===== src/rtl/mw_adder_pkg.sv =====
// Shared definitions for the multi-word sequential adder: default widths and FSM state type.
package mw_adder_pkg;

  localparam int DEFAULT_SIZE  = 8;
  localparam int DEFAULT_CNT_W = 16;

  typedef enum logic [0:0] {
    ST_IDLE  = 1'b0,
    ST_CHAIN = 1'b1
  } state_t;

  // A word marked last closes the operation; anything else leaves us inside a chain.
  function automatic state_t next_state(input logic last);
    return last ? ST_IDLE : ST_CHAIN;
  endfunction

endpackage


===== src/rtl/ks_adder.sv =====
// Kogge-Stone parallel-prefix adder of one SIZE-bit slice with carry-in and carry-out.
module ks_adder #(
  parameter int SIZE = 8
) (
  input  logic [SIZE-1:0] a,
  input  logic [SIZE-1:0] b,
  input  logic            cin,
  output logic [SIZE-1:0] sum,
  output logic            cout
);

  localparam int LEVELS = (SIZE > 1) ? $clog2(SIZE) : 1;

  logic [SIZE-1:0] w_g [0:LEVELS];
  logic [SIZE-1:0] w_p [0:LEVELS];

  // Prefix tree: the carry-in is folded into bit 0's generate so every group generate is a true carry.
  always_comb begin
    w_g[0]    = a & b;
    w_g[0][0] = (a[0] & b[0]) | ((a[0] ^ b[0]) & cin);
    w_p[0]    = a ^ b;
    for (int k = 0; k < LEVELS; k++) begin
      w_g[k+1] = w_g[k];
      w_p[k+1] = w_p[k];
      for (int i = (1 << k); i < SIZE; i++) begin
        w_g[k+1][i] = w_g[k][i] | (w_p[k][i] & w_g[k][i-(1<<k)]);
        w_p[k+1][i] = w_p[k][i] & w_p[k][i-(1<<k)];
      end
    end
  end

  // Sum bit i is the raw propagate XOR the carry out of bits [i-1:0].
  always_comb begin
    sum[0] = w_p[0][0] ^ cin;
    for (int i = 1; i < SIZE; i++) begin
      sum[i] = w_p[0][i] ^ w_g[LEVELS][i-1];
    end
    cout = w_g[LEVELS][SIZE-1];
  end

endmodule


===== src/rtl/mw_adder_seq.sv =====
// Multi-word sequential adder: adds operands one SIZE-bit word per accepted beat,
// least-significant word first, chaining the carry between words, with a single
// output register, sticky sequence-error flag and completed-operation counter.
// Optional subtraction (A-B) is enabled by defining MW_ADDER_SUB_EN, which adds the 'sub' port.
module mw_adder_seq
  import mw_adder_pkg::*;
#(
  parameter int SIZE  = DEFAULT_SIZE,
  parameter int CNT_W = DEFAULT_CNT_W
) (
  input  logic             clk,
  input  logic             rst_n,
  input  logic             in_valid,
  output logic             in_ready,
  input  logic [SIZE-1:0]  in_a,
  input  logic [SIZE-1:0]  in_b,
  input  logic             in_first,
  input  logic             in_last,
`ifdef MW_ADDER_SUB_EN
  input  logic             sub,
`endif
  output logic             out_valid,
  input  logic             out_ready,
  output logic [SIZE-1:0]  out_sum,
  output logic             out_last,
  output logic             out_carry,
  output logic             out_ovf,
  output logic             seq_err,
  output logic [CNT_W-1:0] op_count
);

  state_t           r_state;
  logic             r_carry;
  logic             r_out_valid;
  logic [SIZE-1:0]  r_out_sum;
  logic             r_out_last;
  logic             r_out_carry;
  logic             r_out_ovf;
  logic             r_seq_err;
  logic [CNT_W-1:0] r_op_count;

  logic             w_accept;
  logic             w_is_first;
  logic             w_sub_eff;
  logic             w_cin;
  logic             w_seq_viol;
  logic             w_ovf;
  logic [SIZE-1:0]  w_b_eff;
  logic [SIZE-1:0]  w_ks_sum;
  logic             w_ks_cout;

  assign in_ready = !r_out_valid || out_ready;
  assign w_accept = in_valid && in_ready;

  // A stray continuation word in IDLE is handled as the start of a new operation.
  assign w_is_first = in_first || (r_state == ST_IDLE);
  assign w_seq_viol = ((r_state == ST_IDLE) && !in_first) || ((r_state == ST_CHAIN) && in_first);

`ifdef MW_ADDER_SUB_EN
  logic r_sub;

  // The operation's add/subtract mode is captured on its first word and reused for the rest.
  always_ff @(posedge clk or negedge rst_n) begin
    if (!rst_n) begin
      r_sub <= 1'b0;
    end else if (w_accept && w_is_first) begin
      r_sub <= sub;
    end
  end

  assign w_sub_eff = w_is_first ? sub : r_sub;
`else
  assign w_sub_eff = 1'b0;
`endif

  // Subtraction is A + ~B + 1, so the first word's carry-in equals the mode bit.
  assign w_cin   = w_is_first ? w_sub_eff : r_carry;
  assign w_b_eff = in_b ^ {SIZE{w_sub_eff}};
  assign w_ovf   = in_last && (in_a[SIZE-1] == w_b_eff[SIZE-1]) && (w_ks_sum[SIZE-1] != in_a[SIZE-1]);

  ks_adder #(
    .SIZE (SIZE)
  ) u_ks_adder (
    .a    (in_a),
    .b    (w_b_eff),
    .cin  (w_cin),
    .sum  (w_ks_sum),
    .cout (w_ks_cout)
  );

  // FSM and inter-word carry advance only on accepted words.
  always_ff @(posedge clk or negedge rst_n) begin
    if (!rst_n) begin
      r_state <= ST_IDLE;
      r_carry <= 1'b0;
    end else if (w_accept) begin
      r_state <= next_state(in_last);
      r_carry <= w_ks_cout;
    end
  end

  // Output register: loads on accept, drains on consumer take, otherwise holds.
  always_ff @(posedge clk or negedge rst_n) begin
    if (!rst_n) begin
      r_out_valid <= 1'b0;
      r_out_sum   <= '0;
      r_out_last  <= 1'b0;
      r_out_carry <= 1'b0;
      r_out_ovf   <= 1'b0;
    end else if (w_accept) begin
      r_out_valid <= 1'b1;
      r_out_sum   <= w_ks_sum;
      r_out_last  <= in_last;
      r_out_carry <= w_ks_cout;
      r_out_ovf   <= w_ovf;
    end else if (out_ready) begin
      r_out_valid <= 1'b0;
    end
  end

  // Sticky protocol-error flag and wrap-around completed-operation counter.
  always_ff @(posedge clk or negedge rst_n) begin
    if (!rst_n) begin
      r_seq_err  <= 1'b0;
      r_op_count <= '0;
    end else if (w_accept) begin
      if (w_seq_viol) begin
        r_seq_err <= 1'b1;
      end
      if (in_last) begin
        r_op_count <= r_op_count + CNT_W'(1);
      end
    end
  end

  assign out_valid = r_out_valid;
  assign out_sum   = r_out_sum;
  assign out_last  = r_out_last;
  assign out_carry = r_out_carry;
  assign out_ovf   = r_out_ovf;
  assign seq_err   = r_seq_err;
  assign op_count  = r_op_count;

endmodule

===== config.mk =====
export PLATFORM = sky130hd
export DESIGN_NAME = mw_adder_seq
export DESIGN_NICKNAME = d
export VERILOG_FILES = /design/src/rtl/mw_adder_pkg.sv /design/src/rtl/ks_adder.sv /design/src/rtl/mw_adder_seq.sv
export SDC_FILE = /design/constraint.sdc
export NUM_CORES = 1
export LEC_CHECK = 0
export CAP_MARGIN = 10
export CELL_PAD_IN_SITES_DETAIL_PLACEMENT = 0
export CELL_PAD_IN_SITES_GLOBAL_PLACEMENT = 1
export CORE_ASPECT_RATIO = 0.7
export CORE_MARGIN = 4
export CORE_UTILIZATION = 35
export CTS_BUF_LIST = sky130_fd_sc_hd__clkbuf_16
export DETAILED_ROUTE_END_ITERATION = 8
export PLACE_DENSITY_LB_ADDON = 0.1
export SYNTH_ARGS = -nofsm -noshare
export SYNTH_HDL_FRONTEND = slang
export SYNTH_SLANG_ARGS = --single-unit
export TNS_END_PERCENT = 1

===== constraint.sdc =====
create_clock -name clk -period 2.6 [get_ports clk]
set_clock_uncertainty 0.1 [all_clocks]
set_input_delay 0.78 -clock clk [delete_from_list [all_inputs] [get_ports clk]]
set_output_delay 0.78 -clock clk [all_outputs]
set_load 0.02 [all_outputs]

==> results of run 1 <==
[repair_timing]
action | CTS | global route
hold endpoints to repair | 0 | 0
setup endpoints to repair | 8 | 5
pin swaps | 6 | 6
cloned | 0 | 0
hold buffers | 0 | 0
gates resized for setup | 8 | 1
[registers in the layout (all words and copies together) (netlist names)]
name	count
op_count	16
out_sum	8
out_carry	1
out_last	1
out_ovf	1
out_valid	1
r_state	1
seq_err	1
[worst max-delay path: cells and delay by family]
kind	cells	cell delay [ps]
compound gates	3	400
xor+xnor	1	170
fa+ha+maj	2	790
buf+inv	1	450
[cell families after synthesis]
family          count (synthesis)
flops                          30
mux                             2
buf+inv                         7
fa+ha+maj                      11
simple gates                   53
compound gates                 26
xor+xnor                       19
[Yosys cell counts (all sizes together)]
cell | count | area [um2]
or4 | 1 | 11.3
a2111o | 1 | 11.3
ha | 9 | 113
xor2 | 3 | 26.3
and3 | 5 | 31.3
o21bai | 2 | 15.0
a21o | 3 | 22.5
and2 | 3 | 18.8
xnor2 | 16 | 140
dfrtp | 30 | 751
nand3 | 7 | 35.0
mux2 | 1 | 11.3
a221o | 1 | 10.0
o211a | 2 | 20.0
nor3 | 3 | 31.3
nand4b | 1 | 8.76
o211ai | 2 | 20.0
a211oi | 1 | 7.51
nor4 | 1 | 6.26
mux2i | 1 | 10.0
fa | 2 | 40.0
nor2 | 5 | 18.8
inv | 4 | 17.5
nand4 | 5 | 31.3
a31oi | 1 | 6.26
buf | 3 | 23.8
a21boi | 1 | 7.51
a21oi | 5 | 25.0
o21ai | 6 | 30.0
nor2b | 1 | 13.8
o2bb2ai | 1 | 8.76
nand2b | 1 | 6.26
nand2 | 20 | 75.1
[worst paths after layout]
check                           slack, ps                start  depth (start not counted)                      to
min in group asynchronous             800                rst_n                          2  out_sum[3]$_DFFE_PN0P_
worst max register to register        410  r_state$_DFFE_PN0P_                          8  out_sum[6]$_DFFE_PN0P_
worst min register to register        370  seq_err$_DFFE_PN0P_                          1     seq_err$_DFFE_PN0P_
max in group asynchronous            1320                rst_n                          2   out_carry$_DFFE_PN0P_
worst min-delay path                  370  seq_err$_DFFE_PN0P_                          1     seq_err$_DFFE_PN0P_
worst max-delay path                   60              in_a[0]                          7  out_sum[6]$_DFFE_PN0P_
[power by group through the flow]
stage | Sequential [mW] | Combinational (mW) | Clock [mW]
3_3_place_gp | 0.613 | 0.527 | 0
2_1_floorplan | 0.701 | 0.176 | 0
3_5_place_dp | 0.618 | 0.533 | 0
4_1_cts | 0.613 | 0.541 | 0.552
6_report | 0.611 | 0.531 | 0.540
5_1_grt | 0.622 | 0.578 | 0.581
[layout make-up]
cell class	count	area, um2	area share
multi-input combinational	111	831	0.340
inverter	4	17.5	0.00716
clock buffer	5	125	0.0512
clock inverter	3	12.5	0.00512
sequential	30	751	0.307
timing repair buffer	69	641	0.262
tap	55	68.8	0.0281
[metal layers]
layer | vias to the layer above | routed length [um] | GRT usage
li1 | 674 | - | -
met1 | 627 | 1870 | 0.200
met2 | 38 | 1670 | 0.211
met3 | 7 | 269 | 0.0546
met4 | 0 | 47 | 0.0491
met5 | - | 0 | 0
==> results summary, run 1 <==
The run finished with clean final reports. The worst hold path belongs to the class reg -> reg. The area share of and/or/nand/nor cells after synthesis came out at 0.179. The net count after synthesis came out at 181. The global placement routability congestion is 0.821.

The top cell types in the final layout, fill and taps aside, are 49 x sky130_fd_sc_hd__clkdlybuf4s50_1, 30 x sky130_fd_sc_hd__dfrtp_1, 20 x sky130_fd_sc_hd__nand2_1, 18 x sky130_fd_sc_hd__buf_4, 16 x sky130_fd_sc_hd__xnor2_1. The root buffer cell chosen for the clock tree is sky130_fd_sc_hd__clkbuf_16. The compound-cell area share of the yosys netlist is 0.115. The clock passes through at most 2 buffers. The number of max-capacitance violations reported came out at 0. The number of inserted filler cells in the final layout came out at 374. The power consumption came out at 1.68 mW.

The post-route worst hold slack is 372 ps. The number of pins exceeding their max-slew limit in the final report is 0. The post-route cell area came out at 2450 um2.

The count of nets left with antenna violations after detail routing came out at 0. The total number of clock tree sinks came out at 30. Summed over all nets, the switching power comes to 519 uW. The most numerous cell type found on the critical path is sky130_fd_sc_hd__fa_2. Of the total synthesized cell area, the portion taken by XOR and XNOR cells is 0.104. The first detailed-routing pass took 4 iterations. Dividing total power by cell area gives a power density of 688 nW/um2. Derived from the worst setup path, the maximum achievable clock frequency is 393 MHz. The share of the yosys chip area belonging to registers is 0.468. The power share of the combinational group is 0.316. The measured slew at the worst slew-check pin came out at 383 ps. The floorplan step defined a die boundary enclosing 5750 um2.

The number of core rows is 20. The maximum vdd ir drop came out at 428 uV. The largest net degree at the start of global routing came out at 31. The proportion of total power due to net switching came out at 0.308. The critical setup path kind is in -> reg. The CTS H-tree depth came out at 2. In the finished design, the share of the clock period the worst path needs comes to 0.978.

The placed wire-length estimate is 2950 um. Of all nets on the critical path, the largest fanout is 3. The final cell utilization of the core is 0.559.

The repair_antennas step left the layout with diodes totalling 0. The number of distinct library cell variants in the gate-level netlist after synthesis came out at 39. The relative contribution of the clock network to total power is 0.321. By area, the combinational part of the netlist is dominated by simple AND/OR/NAND/NOR gates. The number of buffers inserted by post-CTS setup repair came out at 0. The relative slew slack is 0.745.

The longest individual stage delay on the worst path is 450 ps. The number of global-route vias before repair is 1357. The first routing iteration left 22 violations. Of the cells placed in the final design, the portion with a size suffix greater than 1 is 0.171.

The net count reported at finish is 254. The port buffer count came out at 51. The setup violation total in the final timing report came out at 0. The number of antenna violations at the first check in global routing came out at 0. Clock-pin slew was measured on the worst setup and hold paths at 50 ps. The final count of hold timing violations is 0. For this run, the number of standard cells in the final layout without fillers is 277. In the routed design, unresolved DRC markers number 0. The starting density of the core came out at 0.366.

The synthesized instance count is 148. The capturing element type of the critical path is a flip-flop. In the routed layout, each cell is associated on average with a via count of 4.86. The synthesis-stage register bit count is 30. The total internal power is 1.16 mW. The clock latency of the later-clocked register in the worst-skew pair came out at 270 ps.

For the worst setup path, the data arrival time is 2600 ps. The placeable core area came out at 4380 um2. The wire length of the first global-routing pass is 6380 um. Setup repair after global routing left no endpoint under its margin.

The final layout contains routed wiring with a total length of 3850 um. For this run, the number of Yosys warnings is 0. STA classifies the critical path startpoint as an input pin. Adding up every negative setup slack in the final design gives 0 ps. Walking the worst path, the cells encountered are clkdlybuf4s50_1, fa_2, fa_2, a21oi_2, o211ai_1, xnor2_1, o21ai_1.

The placed cell count is 269. The most common library cell in the layout ignoring fill and taps is sky130_fd_sc_hd__clkdlybuf4s50_1. The clock buffer count from CTS is 5. The die is 64.6 um tall. The worst path in the final design needs a cycle of 2540 ps, including I/O delays and setup.

The slowest stage of the critical path is the sky130_fd_sc_hd__clkdlybuf4s50_1 cell. The placement-stage cell area is 2300 um2. The adder-cell share of the synthesized area is 0.0952. The synthesis-to-layout area growth came out at 52.5%. TritonCTS built the clock tree. Global routing finished with a remaining overflow of 0. Across every metal layer, demand over resource in global routing totals 0.146. The chip width is 88.9 um. The analysis attributes to cell leakage a power of 1.10 nW. The portion of total power attributed to sequential cells came out at 0.363. STA puts the critical path data required time at 2660 ps. The combined area of all synthesized cells came out at 1600 um2.

Across all setup checks in the final design, the least slack found is 56.4 ps. The setup slack after placement came out at -644 ps. The synthesized area per cell is 10.8 um2. The routed length per placed instance is 13.9 um. In this run the count of I/O pins placed on the die edge is 52. The share of synthesized area spent on multiplexers came out at 0.0133. The count of vias placed by the detailed router came out at 1346.
Note: power is estimated with default switching activity, not from simulation.
==> inputs of run 2 (changes only) <==
--- a/config.mk
+++ b/config.mk
@@ -10,7 +10,7 @@
 export CELL_PAD_IN_SITES_GLOBAL_PLACEMENT = 1
 export CORE_ASPECT_RATIO = 0.7
 export CORE_MARGIN = 4
-export CORE_UTILIZATION = 35
+export CORE_UTILIZATION = 25
 export CTS_BUF_LIST = sky130_fd_sc_hd__clkbuf_16
 export DETAILED_ROUTE_END_ITERATION = 8
 export PLACE_DENSITY_LB_ADDON = 0.1
==> results summary, run 2 (synthesis gave the netlist of run 1 again) <==
The run finished with clean final reports. Traced cell by cell, the critical path runs through clkdlybuf4s50_1, nor2b_4, inv_4, clkdlybuf4s15_2. The minimum setup slack among reg-to-reg paths is 380 ps (-30 ps).

The hold path endpoint is op_count[15]$_DFFE_PN0P_. The global placement routability congestion was 0.790 (-3.8%). The longest individual stage delay on the worst path is 450 ps (about the same). The largest net degree at the start of global routing came out at 31 (unchanged). The total power density per cell area is 679 nW/um2 (-1.2%). The clock-pin slew of the registers on the worst-case setup and hold paths is 50 ps (about the same). The path depth of the worst reg2reg path is 8 (unchanged). The kind of cell with the highest combined delay along the critical path is buffers and inverters.

The library cell used most frequently in the layout, excluding fill and tap cells, is sky130_fd_sc_hd__clkdlybuf4s50_1. The tree is rooted in a sky130_fd_sc_hd__clkbuf_16. The placeable core area came out at 6220 um2 (+42%). The relative slew slack is 0.737 (-0.00776). The CTS H-tree depth is 2 (unchanged). The worst register-to-register path ends at out_sum[6]$_DFFE_PN0P_. The wire length of the first global-routing pass is 7070 um (+11%).

The maximum operating frequency came out at 392 MHz (-0.30%). The static leakage came out at 1.12 nW (+1.5%). The die span in y is 75.0 um (+16%). The critical path is of the in -> out type. The post-route cell area is 2480 um2 (+1.5%). From synthesis to final layout, the design area changed by 54.8%.

The number of vias per cell came to 4.44 (-8.7%). The net count reported at finish is 255 (+0.39%). The count of vias placed by the detailed router came to 1336 (-0.74%). TritonCTS built the clock tree. The maximum vdd ir drop came out at 544 uV (+27%). The number of search-and-repair iterations in the first detailed-routing pass came to 4 (unchanged).

The post-route worst hold slack came out at 369 ps (-3.21 ps). The power consumption came out at 1.69 mW (+0.30%). The area of the die is 7780 um2 (+35%).

The setup slack after placement came out at -636 ps (+7.90 ps). The I/O pin total is 52 (unchanged). The clock buffer count from CTS is 5 (unchanged). The post-route DRC violation count came out at 0 (unchanged). The chip width came out at 104 um (+17%).

The signal arrival time at the worst endpoint came out at 1670 ps (-930 ps). The flip-flop count of the largest register after layout came out at 16 (unchanged). The post-layout instance count excluding filler cells came out at 301 (+8.7%). The final cell utilization of the core came out at 0.400 (-0.159). The routed length per placed instance came out at 13.9 um (about the same). The startpoint of the lowest-slack register-to-register path is r_state$_DFFE_PN0P_. The worst hold path begins at op_count[15]$_DFFE_PN0P_. The total routing usage reported by global routing came to 0.116 (-0.0298). The ratio of final minimum period to clock period came out at 0.981 (+0.00292). The measured slew at the worst slew-check pin is 394 ps (+11.6 ps). The number of core rows is 24 (+20%). The count of nets left with antenna violations after detail routing is 0 (unchanged). The total negative slack is 0 ps (unchanged).

The number of violations reported at the end of detailed-routing iteration 0 is 30 (+36%). The placed wire-length estimate is 3330 um (+13%). The number of antenna violations at the first check in global routing is 0 (unchanged).

The depth of the worst hold-timing path came out at 1 (unchanged). The post-route worst setup slack came out at 48.8 ps (-7.59 ps). The number of max-capacitance violations reported is 0 (unchanged). The buffer depth of the longest clock path is 2 (unchanged). The final count of hold timing violations is 0 (unchanged). The worst hold-check path type is reg -> reg. The clock latency of the later-clocked register in the worst-skew pair is 270 ps (about the same). The number of buffers inserted by post-CTS setup repair came out at 0 (unchanged). The worst setup path is launched from an input pin. The port buffer count is 51 (unchanged). The wire length after detailed routing is 4180 um (+8.6%). For this design, the slowest cell found on the critical path is sky130_fd_sc_hd__clkdlybuf4s50_1. The placed cell count is 293 (+8.9%). The total number of clock tree sinks was 30 (unchanged).

The starting density of the core came out at 0.258 (-0.108). The buffering stage count on the worst path with inverters included came out at 3 (+2). The final global-route overflow total is 0 (unchanged). The placement-stage cell area is 2340 um2 (+1.6%). The endpoint required time on the critical path came to 1720 ps (-940 ps). The number of inserted diodes is 0 (unchanged). The setup violation total in the final timing report came to 0 (unchanged). The maximum fanout count along the critical path came out at 2 (-1). The number of global-route vias before repair came to 1414 (+4.2%). The worst setup path is captured at an output port. The post-route minimum period came to 2550 ps (+7.59 ps). Setup repair after global routing left no endpoint under its margin. The number of pins exceeding their max-slew limit in the final report is 0 (unchanged). In the layout the commonest cells are 48 x sky130_fd_sc_hd__clkdlybuf4s50_1, 30 x sky130_fd_sc_hd__dfrtp_1, 20 x sky130_fd_sc_hd__nand2_1, 19 x sky130_fd_sc_hd__buf_4, 16 x sky130_fd_sc_hd__xnor2_1. The proportion of layout cells with a drive suffix above 1 was 0.175 (+0.00372).
[run 2: cell types whose count changed in the layout (fill, tap and decap cells not counted)]
cell / previous run / this run
sky130_fd_sc_hd__buf_2: 0 / 1
sky130_fd_sc_hd__buf_4: 18 / 19
sky130_fd_sc_hd__clkbuf_2: 1 / 0
sky130_fd_sc_hd__clkdlybuf4s15_1: 1 / 0
sky130_fd_sc_hd__clkdlybuf4s15_2: 0 / 1
sky130_fd_sc_hd__clkdlybuf4s50_1: 49 / 48
sky130_fd_sc_hd__dlymetal6s2s_1: 0 / 1
sky130_fd_sc_hd__ha_1: 8 / 9
sky130_fd_sc_hd__ha_2: 1 / 0
[run 2: how the worst max path moves through the flow]
stage / startpoint / end / depth (start not counted)
2_1_floorplan: in_first / out_ovf$_DFFE_PN0P_ / 8
3_3_place_gp: in_first / out_ovf$_DFFE_PN0P_ / 9
3_5_place_dp: in_first / out_ovf$_DFFE_PN0P_ / 9
4_1_cts: in_a[0] / out_sum[6]$_DFFE_PN0P_ / 7
5_1_grt: in_first / out_sum[6]$_DFFE_PN0P_ / 10
6_report: out_ready / in_ready / 4
[run 2: report_power, final]
group,total (mW),switching [mW],leakage [nW],internal (mW)
logic,0.536,0.261,0.664,0.275
registers,0.613,0.0686,0.382,0.544
clock network,0.538,0.193,0.0724,0.345
total,1.69,0.523,1.12,1.16
[run 2: area by class of cell]
class | count | area, um2
Fill cell | 631 | 3730
Multi-Input combinational cell | 111 | 828
Sequential cell | 30 | 751
Timing Repair Buffer | 70 | 652
Clock buffer | 5 | 125
Tap cell | 78 | 97.6
Inverter | 4 | 17.5
Clock inverter | 3 | 12.5
[run 2: repair_timing]
item                       in CTS  in global routing
hold buffers                    0                  0
pin swaps                       7                  6
setup endpoints to repair       8                  2
gates resized for setup         9                  1
[run 2: per-layer routing]
metal,part of all wire,up-vias,routed length [um],track usage
met5,0,-,0,0
met4,0.0055,0,23,0.0265
met3,0.044,2,184,0.0403
met2,0.46,28,1930,0.184
met1,0.49,631,2050,0.156
li1,-,675,-,-
